File: src/rtl/counter_monitor_if.sv
// Bundle between a 4-bit counter under observation and its monitor.
// The master side drives the counter's inputs and outputs as observed;
// the slave side (the monitor) returns its prediction and health status.
interface counter_monitor_if #(
    parameter int CNT_W = 8
);
    logic             enable;
    logic [1:0]       mode;
    logic [3:0]       D;
    logic [3:0]       Q;
    logic             rco;
    logic             load;
    logic [3:0]       exp_Q;
    logic             locked;
    logic             fail;
    logic             err;
    logic [2:0]       err_field;
    logic [CNT_W-1:0] err_count;

    modport master (
        output enable, mode, D, Q, rco, load,
        input  exp_Q, locked, fail, err, err_field, err_count
    );

    modport slave (
        input  enable, mode, D, Q, rco, load,
        output exp_Q, locked, fail, err, err_field, err_count
    );
endinterface

File: src/rtl/counter_monitor.sv
// Counter monitor: predicts the next count/rco/load of a 4-bit multi-mode
// counter from its inputs, compares the observed outputs against that
// prediction while locked, and drops to a fail state after ERR_LIMIT
// consecutive mismatches. A parallel load (enable=1, mode=11) re-arms it.
module counter_monitor #(
    parameter int ERR_LIMIT = 4,
    parameter int CNT_W     = 8
) (
    input logic              clk,
    input logic              reset,
    counter_monitor_if.slave bus
);

    typedef enum logic [1:0] {
        SYNC  = 2'd0,
        TRACK = 2'd1,
        FAIL  = 2'd2
    } state_t;

    state_t           state_reg,     state_next;
    logic [3:0]       exp_q_reg,     exp_q_next;
    logic             exp_rco_reg,   exp_rco_next;
    logic             exp_load_reg,  exp_load_next;
    logic             err_reg,       err_next;
    logic [2:0]       err_field_reg, err_field_next;
    logic [CNT_W-1:0] err_count_reg, err_count_next;
    logic [3:0]       consec_reg,    consec_next;
    logic [2:0]       diff;
    logic             rearm;

    // Reference model of the counter, advanced from the current prediction.
    always_comb begin
        exp_q_next    = exp_q_reg;
        exp_rco_next  = 1'b0;
        exp_load_next = 1'b0;
        if (bus.enable) begin
            case (bus.mode)
                2'b00: begin
                    exp_q_next   = exp_q_reg + 4'd1;
                    exp_rco_next = (exp_q_reg == 4'd15);
                end
                2'b01: begin
                    exp_q_next   = exp_q_reg - 4'd1;
                    exp_rco_next = (exp_q_reg == 4'd0);
                end
                2'b10: begin
                    exp_q_next   = exp_q_reg - 4'd3;
                    exp_rco_next = (exp_q_reg < 4'd3);
                end
                default: begin
                    exp_q_next    = bus.D;
                    exp_load_next = 1'b1;
                end
            endcase
        end
    end

    // Check observed outputs against the held prediction and choose next state.
    // Case-inequality makes an unknown observed bit count as a mismatch.
    always_comb begin
        state_next     = state_reg;
        err_next       = 1'b0;
        err_field_next = err_field_reg;
        err_count_next = err_count_reg;
        consec_next    = consec_reg;
        rearm          = bus.enable && (bus.mode == 2'b11);
        diff           = {(bus.Q !== exp_q_reg),
                          (bus.rco !== exp_rco_reg),
                          (bus.load !== exp_load_reg)};
        if (state_reg == TRACK) begin
            if (|diff) begin
                err_next       = 1'b1;
                err_field_next = diff;
                if (err_count_reg != {CNT_W{1'b1}}) begin
                    err_count_next = err_count_reg + 1'b1;
                end
                consec_next = consec_reg + 4'd1;
                if (consec_next == 4'(ERR_LIMIT)) begin
                    state_next = FAIL;
                end
            end else begin
                consec_next = 4'd0;
            end
        end
        // A load re-arms the monitor and wins over a simultaneous drop to FAIL;
        // the failing check above has already been recorded.
        if (rearm) begin
            state_next  = TRACK;
            consec_next = 4'd0;
        end
    end

    // State and prediction registers; reset overrides everything.
    always_ff @(posedge clk) begin
        if (reset) begin
            state_reg     <= SYNC;
            exp_q_reg     <= 4'd0;
            exp_rco_reg   <= 1'b0;
            exp_load_reg  <= 1'b0;
            err_reg       <= 1'b0;
            err_field_reg <= 3'b000;
            err_count_reg <= '0;
            consec_reg    <= 4'd0;
        end else begin
            state_reg     <= state_next;
            exp_q_reg     <= exp_q_next;
            exp_rco_reg   <= exp_rco_next;
            exp_load_reg  <= exp_load_next;
            err_reg       <= err_next;
            err_field_reg <= err_field_next;
            err_count_reg <= err_count_next;
            consec_reg    <= consec_next;
        end
    end

    assign bus.exp_Q     = exp_q_reg;
    assign bus.locked    = (state_reg == TRACK);
    assign bus.fail      = (state_reg == FAIL);
    assign bus.err       = err_reg;
    assign bus.err_field = err_field_reg;
    assign bus.err_count = err_count_reg;

endmodule

File: src/flat_wrapper.sv
// flat-port wrapper written by rule: the top's interface ports become plain ports
module counter_monitor_flat 
#(
    parameter int ERR_LIMIT = 4,
    parameter int CNT_W     = 8
)
  (clk, reset, bus_enable, bus_mode, bus_D, bus_Q, bus_rco, bus_load, bus_exp_Q, bus_locked, bus_fail, bus_err, bus_err_field, bus_err_count);
  counter_monitor_if #(.CNT_W(CNT_W)) bus_i ();
  input logic clk;
  input logic reset;
  input wire logic [$bits(bus_i.enable)-1:0] bus_enable;
  input wire logic [$bits(bus_i.mode)-1:0] bus_mode;
  input wire logic [$bits(bus_i.D)-1:0] bus_D;
  input wire logic [$bits(bus_i.Q)-1:0] bus_Q;
  input wire logic [$bits(bus_i.rco)-1:0] bus_rco;
  input wire logic [$bits(bus_i.load)-1:0] bus_load;
  output wire logic [$bits(bus_i.exp_Q)-1:0] bus_exp_Q;
  output wire logic [$bits(bus_i.locked)-1:0] bus_locked;
  output wire logic [$bits(bus_i.fail)-1:0] bus_fail;
  output wire logic [$bits(bus_i.err)-1:0] bus_err;
  output wire logic [$bits(bus_i.err_field)-1:0] bus_err_field;
  output wire logic [$bits(bus_i.err_count)-1:0] bus_err_count;
  assign bus_i.enable = bus_enable;
  assign bus_i.mode = bus_mode;
  assign bus_i.D = bus_D;
  assign bus_i.Q = bus_Q;
  assign bus_i.rco = bus_rco;
  assign bus_i.load = bus_load;
  assign bus_exp_Q = bus_i.exp_Q;
  assign bus_locked = bus_i.locked;
  assign bus_fail = bus_i.fail;
  assign bus_err = bus_i.err;
  assign bus_err_field = bus_i.err_field;
  assign bus_err_count = bus_i.err_count;
  counter_monitor #(.ERR_LIMIT(ERR_LIMIT), .CNT_W(CNT_W)) u_core (.clk(clk), .reset(reset), .bus(bus_i));
endmodule
File: config.mk
export PLATFORM = sky130hd
export DESIGN_NAME = counter_monitor_flat
export DESIGN_NICKNAME = d
export VERILOG_FILES = /design/src/rtl/counter_monitor_if.sv /design/src/rtl/counter_monitor.sv /design/src/flat_wrapper.sv
export SDC_FILE = /design/constraint.sdc
export NUM_CORES = 1
export LEC_CHECK = 0
export ABC_AREA = 1
export ABC_CLOCK_PERIOD_IN_PS = 2000
export BUFFER_PORTS_ARGS = -buffer_cell sky130_fd_sc_hd__buf_2
export CAP_MARGIN = 10
export CORE_MARGIN = 5
export CORE_UTILIZATION = 50
export DETAILED_ROUTE_END_ITERATION = 8
export GPL_TIMING_DRIVEN = 0
export PLACE_DENSITY = 0.81
export SLEW_MARGIN = 20
export SYNTH_ARGS = -nofsm -noshare
export SYNTH_HDL_FRONTEND = slang
export SYNTH_SLANG_ARGS = --single-unit
File: constraint.sdc
create_clock -name clk -period 2 [get_ports clk]
set_input_delay 0.4 -clock clk [delete_from_list [all_inputs] [get_ports clk]]
set_output_delay 0.4 -clock clk [all_outputs]
set_load 0.01 [all_outputs]
### Word-level counts from Yosys, hierarchy flattened

Cells that the tools add are included.

| storage, ports and cells | value |
|---|---|
| flip-flop bits (word level) | 24 |
| output and inout port bits | 18 |
| word-level logic and storage cells | 52 |

| operators by class | value |
|---|---|
| add/subtract/negate cells | 5 |
| $lt $le $gt $ge | 1 |
| eq/ne operators | 11 |
| multiplexer cells | 9 |
| bitwise gates (word level) | 2 |
| reductions and logical operators | 15 |

Operator list:

| operator | count |
|---|---|
| $pmux 4 s3 | 1 |
| $reduce_and 3->1 | 3 |
| $add 4x1->4 const B | 2 |
| $add 8x1->8 const B | 1 |
| $ne 8x8->1 const B | 1 |
| $eq 2x2->1 const B | 3 |
| $mux 1 | 6 |
| $reduce_bool 2->1 | 3 |
| $reduce_or 2->1 | 3 |
| $reduce_or 3->1 | 2 |
| $eq 2x1->1 const B | 2 |
| $eq 4x3->1 const B | 1 |
| $eq 4x4->1 const B | 1 |
| $logic_not 4->1 | 1 |
| $lt 4x2->1 const B | 1 |
| $mux 4 | 1 |
| $nex 4x4->1 | 1 |
| $sub 4x1->4 const B | 1 |
| $sub 4x2->4 const B | 1 |
| $pmux 1 s3 | 1 |
| $logic_not 2->1 | 1 |
| $nex 1x1->1 | 2 |
| $not 1->1 | 2 |
| $reduce_and 2->1 | 1 |
| $logic_and 1x1->1 | 1 |

### Logic depth before layout (Yosys ltp)

Gate-level depths: netlist (run 1).

| depth | value |
|---|---|
| word-level depth | 6 |
| depth in mapped cells | 10 |
| mapped depth without buffers | 10 |

### Worst setup path before layout (run 1)

OpenSTA, ideal clock, no wires.

| timing | value |
|---|---|
| path kind | input port to flip-flop |
| start point | input port bus_mode[1] |
| end point | register u_core.exp_q_reg[2] (netlist: u_core.bus.exp_Q[2]) |
| data arrival time | 1.509 ns |
| slack | 0.379 ns |
| stages | 9 |
| path buffers | 0 |
| path through | inv_1 nand2_1 inv_1 fa_1 or2_2 nand3_1 o211ai_1 nand2_1 nand2_1 |

| between the ends | value |
|---|---|
| longest elaborated chain between the ends | 2 |
| elaborated cells between the ends (all ways) | 4 |
| classes of those cells | eq/ne: 2; mux: 1; reduce/logical: 1 |

Ends and longest elaborated chain:

| element | line | RTL |
|---|---|---|
| from (decl) | flat_wrapper.sv:12 | `input wire logic [$bits(bus_i.mode)-1:0] bus_mode;` |
| $eq 2x2->1 (tied with other cells) | counter_monitor.sv:37 | `case (bus.mode)` |
| $pmux 4 s3 * | counter_monitor.sv:37 |  |
| to (signal assigned) | counter_monitor.sv:106 | `exp_q_reg <= exp_q_next;` |
| to (decl) | counter_monitor.sv:21 | `logic [3:0] exp_q_reg, exp_q_next;` |

Every way passes the cells marked *; elsewhere a longest branch is shown, timed or not.
A chain may end at the register's enable or synchronous reset.

### Final worst setup path (run 1)

| timing | value |
|---|---|
| start point | register u_core.err_count_reg[0] (netlist: u_core.bus.err_count[0]) |
| end point | register u_core.err_count_reg[4] (netlist: u_core.bus.err_count[4]) |

| between the ends | value |
|---|---|
| longest elaborated chain between the ends | 2 |
| elaborated cells between the ends (all ways) | 3 |
| classes of those cells | add/sub: 1; eq/ne: 1; reduce/logical: 1 |

Ends and longest elaborated chain:

| element | line | RTL |
|---|---|---|
| from (decl) | counter_monitor.sv:26 | `logic [CNT_W-1:0] err_count_reg, err_count_next;` |
| from (signal assigned) | counter_monitor.sv:111 | `err_count_reg <= err_count_next;` |
| branches (longest 2 deep; another with $add 8x1->8) | - |  |

Several ways; the timed one is not identified.

==> results.toml, run 1 <==
[timing]
tightestPinTransition_ns = 0.497
relSlewSlack_pct = 66.9
finalCriticalPeriod_ns = 1.60
grt_setup_unrepaired = "no"
hold_viol_final = 0
finClkSkew_ns = 0.00111
setup_tns_ns = 0
setup_viol = 0
max_freq_mhz = 623
drv_slew = 0
fin_crit_sh_pct = 80.2

[synth]
yosysTopAreaCell = "dfxtp_1"
ys_types = 23
syn_area_per_cell_um2 = 6.42
synth_top_area_share_pct = 33.0
synthCells = 227
synthTopCellsByArea = "dfxtp_1 33%, nand2_1 19%, inv_1 7.7%, nand3_1 7.2%, a21oi_1 5.5%"
yosysWarnings = 0
ys_seq_elements = 24
syn-num-nets = 249
synth-seq-area-share_pct = 33.0
synth_area_um2 = 1460

[cts]
clockRootBuffer = "clkbuf_4"
cts_made_buffers = 3
h-tree-depth = 1
clk_latency_ns = 0.31
cts_tree = "built"
post-cts-setup-buffers = 0
cts_resized = 0
clk_pin_slew_ns = 0.13
cts_sinks = 24
clockBufferDepth = 2
cts_hold_buf = 0

[floorplanning]
core_um2 = 2780
start_util_pct = 52.4
design.portCount = 33
rows = 19
die_y_um = 64.0
fp.dieArea_um2 = 4100
dieWidth_um = 64.0

[finish]
fillCellCount = 276
area_delta_synth_final_pct = 15.2
layout.cells.most_common = "nand2_1"
drive_gt1_share_pct = 18.3
fin_cells = 293
nets = 286
postLayoutCellArea_um2 = 1680
largest_register_ffs = 8
diodes = 0
layout_common_cells = "75 x nand2_1, 32 x buf_2, 30 x inv_1"

[worst_setup_path]
cp_cell_sequence = "ha_1 -> inv_1 -> nor2_1 -> a21oi_4 -> nand2_2 -> nand2_1 -> a21oi_1"
end_kind = "flip-flop"
critical_path_arrival_ns = 1.85
crit_required_ns = 2.25
cp_max_fo = 9
ff2ff_setup_slack_ns = 0.40
cp_slowest_cell = "dfxtp_1"
slowest_delay_ns = 0.42
cp.buffers_inverters = 1
startpoint_type = "flip-flop"
critical_path_class = "flip-flop to flip-flop"
crit_family = "simple AND/OR/NAND/NOR gates"

[pwr]
intPower_uw = 635
pwr-share-comb_pct = 19.6
switching_share_pct = 30.0
power.switching_uw = 272
clkPwrFrac_pct = 23.3
pwr_density_cell_nw_per_um2 = 541
p_leak_uw = 0.000877
pwr-share-seq_pct = 57.1
ir_worst_vdd_mv = 0.421

[routing]
drc_errors = 0
wl_per_cell_um = 11.1
viasPerCell = 5.02
routed_wirelength_mm = 3.25
via_count = 1471
drtPass1Iterations = 4
antenna_left = 0
drtIter0Drc = 81

[global_route]
overflow = 0
grt_max_degree = 13
grt_first_pass_wirelength_mm = 5.68
antenna_found_initial = 0
grt_pass1_vias = 1338
gr-usage-all-layers_pct = 16.6

[status]
status = "completed"

[place]
dp_hpwl_mm = 2.50
place_area_um2 = 1660
gp_congestion = 0.847
portBuffers = 32
dp.cells = 290

[job]
maxCapViolations = 0

[worst_hold_path]
hold_class = "input pin to flip-flop"
## logic make-up (layout without fill, tap and decap cells)
group	Yosys count	in the layout	synth area share (%)
flip-flops	24	24	33.0
adder cells (fa/ha/maj)	7	7	6.52
AO/OA/AOI/OAI	26	26	10.1
buffers and inverters	38	73	10.3
XOR/XNOR	5	5	3.00
AND/OR/NAND/NOR	127	127	37.1
## worst register-to-register path, stage by stage (launching register included)
cell     delay, ns
dfxtp_1       0.42
ha_1          0.26
inv_1         0.07
nor2_1        0.26
a21oi_4       0.15
nand2_2       0.17
nand2_1       0.07
a21oi_1       0.14
## final timing paths
path	startpoint	endpoint	depth (start not counted)
worst max-delay path	u_core.bus.err_count[0]	u_core.bus.err_count[4]	7
worst max register to register	u_core.bus.err_count[0]	u_core.bus.err_count[4]	7
worst min register to register	u_core.bus.err_field[0]	u_core.bus.err_field[0]	2
worst min-delay path	bus_enable	u_core.bus.exp_Q[0]	2
## through the flow
| step | setup WS, ns | util, % | hold slack [ns] | total power, uW |
|---|---|---|---|---|
| floorplan | 0.379 | - | 0.455 | 646 |
| global placement | 0.162 | 59.6 | 0.447 | 703 |
| finish | 0.396 | 60.4 | 0.354 | 908 |
| CTS | 0.386 | 60.4 | 0.342 | 916 |
| detailed placement | 0.153 | 59.6 | 0.458 | 707 |
| global route | 0.242 | 60.4 | 0.362 | 960 |
## cell type report
class | count | area (um^2) | share of cell area (%)
inverter | 36 | 135 | 8.05
sequential | 24 | 480 | 28.6
tap | 31 | 38.8 | 2.31
timing repair buffer | 32 | 160 | 9.54
clock buffer | 3 | 22.5 | 1.34
multi-input combinational | 165 | 827 | 49.3
buffer | 2 | 15.0 | 0.894
## power by group through the flow
stage	clock network, uW	logic (uW)	registers, uW
5_1_grt	232	205	523
4_1_cts	219	178	519
3_5_place_dp	0	178	529
2_1_floorplan	0	114	531
3_3_place_gp	0	174	529
6_report	212	178	519
## Yosys cell counts
cell type and count:
a21oi_1 16, nor3b_1 1, ha_1 6, a221oi_1 1
o21ai_0 7, inv_2 6, nand3_2 1, nand2_2 1
nand2_1 75, dfxtp_1 24, buf_6 1, nor2_1 19
xor2_1 5, nand3_1 21, clkbuf_1 1, nand4_1 4
nand3b_1 2, o211ai_1 1, inv_1 30, a21oi_4 1
fa_1 1, nor2_2 2, or2_2 1
## per-layer routing
layer | up-vias | GRT usage [%] | share of wire [%] | wire (um)
met1 | 635 | 20.3 | 44 | 1430
met5 | - | 0 | 0 | 0
li1 | 784 | - | - | -
met4 | 0 | 3.12 | 0.74 | 24
met3 | 2 | 3.33 | 7.2 | 235
met2 | 50 | 30.0 | 48 | 1560
(Power assumes the default switching activity.)
==> run 2, diff against run 1 <==
ABC_AREA = 0   (was 1)
ABC_CLOCK_PERIOD_IN_PS = 1300   (was 2000)
CORE_UTILIZATION = 47   (was 50)
clock period = 1.3 ns   (was 2 ns; I/O delays follow)
==> run 2 against run 1 <==
Net effect:
- the flow now finishes with violations (DRC, setup timing)
- clock power grew to 2.6 times the previous value
- first-iteration DRC count is 1.2% lower
- synthesized cell count is 32% lower
- sequential share of layout area decreased by 4.1 points
- critical path depth down 1
- final cell count decreased by 20%
- critical path type unchanged
- largest cell class unchanged
==> results.toml, run 2 <==
[finish]
layout.cells.most_common = "buf_2"
multi_input_area_um2 = 1090
diodes = 0
final-seq-area_um2 = 509
area_delta_synth_final_pct = 59.0
postLayoutCellArea_um2 = 2080
drive_gt1_share_pct = 56.9
layout_common_cells = "28 x buf_2, 13 x nor2_1, 13 x nand2_1"
fillCellCount = 182
largest_register_ffs = 8
nets = 225

[floorplanning]
design.portCount = 33
die_y_um = 62.7
dieWidth_um = 62.7
fp.dieArea_um2 = 3930
start_util_pct = 48.2
rows = 19
core_um2 = 2710

[global_route]
gr-usage-all-layers_pct = 19.5
antenna_found_initial = 0
grt_pass1_vias = 1364
overflow = 0
grt_max_degree = 15
grt_first_pass_wirelength_mm = 6.37

[synth]
synth_common_cells = "24 x dfxtp_1, 18 x nor2_1, 15 x nand2_1, 10 x a21oi_1, 8 x xor2_1"
synthMostInstantiatedCell = "dfxtp_1"
syn_area_per_cell_um2 = 8.48
synth_area_um2 = 1310
ys_types = 41
synthFlopType = "dfxtp_1"
synthCells = 154
yosysWarnings = 0
synth-seq-area-share_pct = 36.8
yosysTopAreaCell = "dfxtp_1"
synth_top_area_share_pct = 36.8
synth_edf_count = 0
syn-num-nets = 176
async_flop_share_pct = 0
synthTopCellsByArea = "dfxtp_1 37%, ha_1 5.7%, xor2_1 5.4%, nor2_1 5.2%, nand2_1 4.3%"
ys_seq_elements = 24

[routing]
wl_per_cell_um = 17.1
viasPerCell = 5.90
routed_wirelength_mm = 3.98
antenna_left = 0
drtPass1Iterations = 6
drtIter0Drc = 80
via_count = 1375
drc_errors = 2

[status]
violations = "DRC, setup timing"
status = "finished, violations left"

[timing]
tightestPinTransition_ns = 0.578
max_freq_mhz = 614
fin_crit_sh_pct = 125
hold_slack_ns = 0.281
setup_viol = 23
finalCriticalPeriod_ns = 1.63
worst_slack_ns = -0.328
grt_setup_unrepaired = "yes"
drv_slew = 0
finClkSkew_ns = 0.00209
hold_viol_final = 0
relSlewSlack_pct = 61.4

[pwr]
p_leak_uw = 0.000808
total_power_uw = 1820
pwr_density_cell_nw_per_um2 = 877
ir_worst_vdd_mv = 0.807

[cts]
clk_latency_ns = 0.32
clockRootBuffer = "clkbuf_4"
cts_sinks = 24
cts_tree = "built"
clockBufferDepth = 2
cts_made_buffers = 3
h-tree-depth = 1
clk_pin_slew_ns = 0.14
cts_hold_buf = 0

[job]
maxCapViolations = 0

[worst_setup_path]
crit_required_ns = 1.56
critical_path_class = "flip-flop to flip-flop"
startpoint_type = "flip-flop"
cp_max_fo = 6
end_kind = "flip-flop"
critical_path_arrival_ns = 1.89

[place]
dp_hpwl_mm = 2.43
place_area_um2 = 1560
portBuffers = 30
gp_congestion = 0.841

[worst_hold_path]
hold_class = "input pin to flip-flop"
==> run 2: final timing paths <==
| kind | start | to | slack (ns) | cells past startpoint |
|---|---|---|---|---|
| hold / removal | bus_D[0] | u_core.bus.exp_Q[0] | 0.28 | 3 |
| hold reg to reg | u_core.bus.err_count[6] | u_core.bus.err_count[6] | 0.51 | 2 |
| setup reg to reg | u_core.exp_rco_reg | u_core.bus.err_count[5] | -0.33 | 6 |
| setup / recovery | u_core.exp_rco_reg | u_core.bus.err_count[5] | -0.33 | 6 |
==> run 2: kinds of logic after synthesis <==
| group | share of synthesized area [%] |
|---|---|
| flops | 36.8 |
| xor+xnor | 6.71 |
| simple gates | 22.4 |
| fa+ha+maj | 7.28 |
| buf+inv | 4.22 |
| compound gates | 18.7 |
| mux | 3.93 |
==> run 2: where the power goes <==
part,leakage [uW],switching [uW],internal [uW]
logic,0.000578,245,227
registers,0.000202,37.1,761
clock network,0.0000279,241,312
==> run 2: worst max-delay path, stage by stage (launching register included) <==
cell	delay (ns)
dfxtp_2	0.36
xor2_2	0.23
nor2_4	0.08
a21o_4	0.25
buf_6	0.12
or4_4	0.41
a21oi_2	0.11
==> run 2: stage by stage <==
stage	TNS, ns	util (%)	worst slack, ns	std cells
after floorplan	-2.77	-	-0.259	154
after global placement	-6.51	57.4	-0.407	215
after detailed placement	-7.21	57.4	-0.438	215
after CTS	-5.30	69.0	-0.389	230
after global routing	-6.42	76.6	-0.379	233
final	-4.98	76.6	-0.328	233
==> run 2: layout make-up <==
class,instances,share of cell area (%)
clock inverter,1,1.45
inverter,7,2.23
clock buffer,3,1.08
tap,31,1.87
timing repair buffer,45,14.7
buffer,6,1.45
sequential,24,24.5
multi-input combinational,116,52.7
==> run 2: layer usage <==
layer | track usage [%] | wire length [um]
met1 | 23.6 | 1580
met2 | 34.7 | 2100
met3 | 2.16 | 197
met4 | 7.96 | 101
met5 | 0 | 0
==> run 2: what timing repair did <==
| item | CTS | global route |
|---|---|---|
| setup endpoints to repair | 22 | 26 |
| setup buffers | 10 | 5 |
| resized for setup | 37 | 47 |
| pin swaps | 19 | 18 |
| cloned | 1 | 0 |
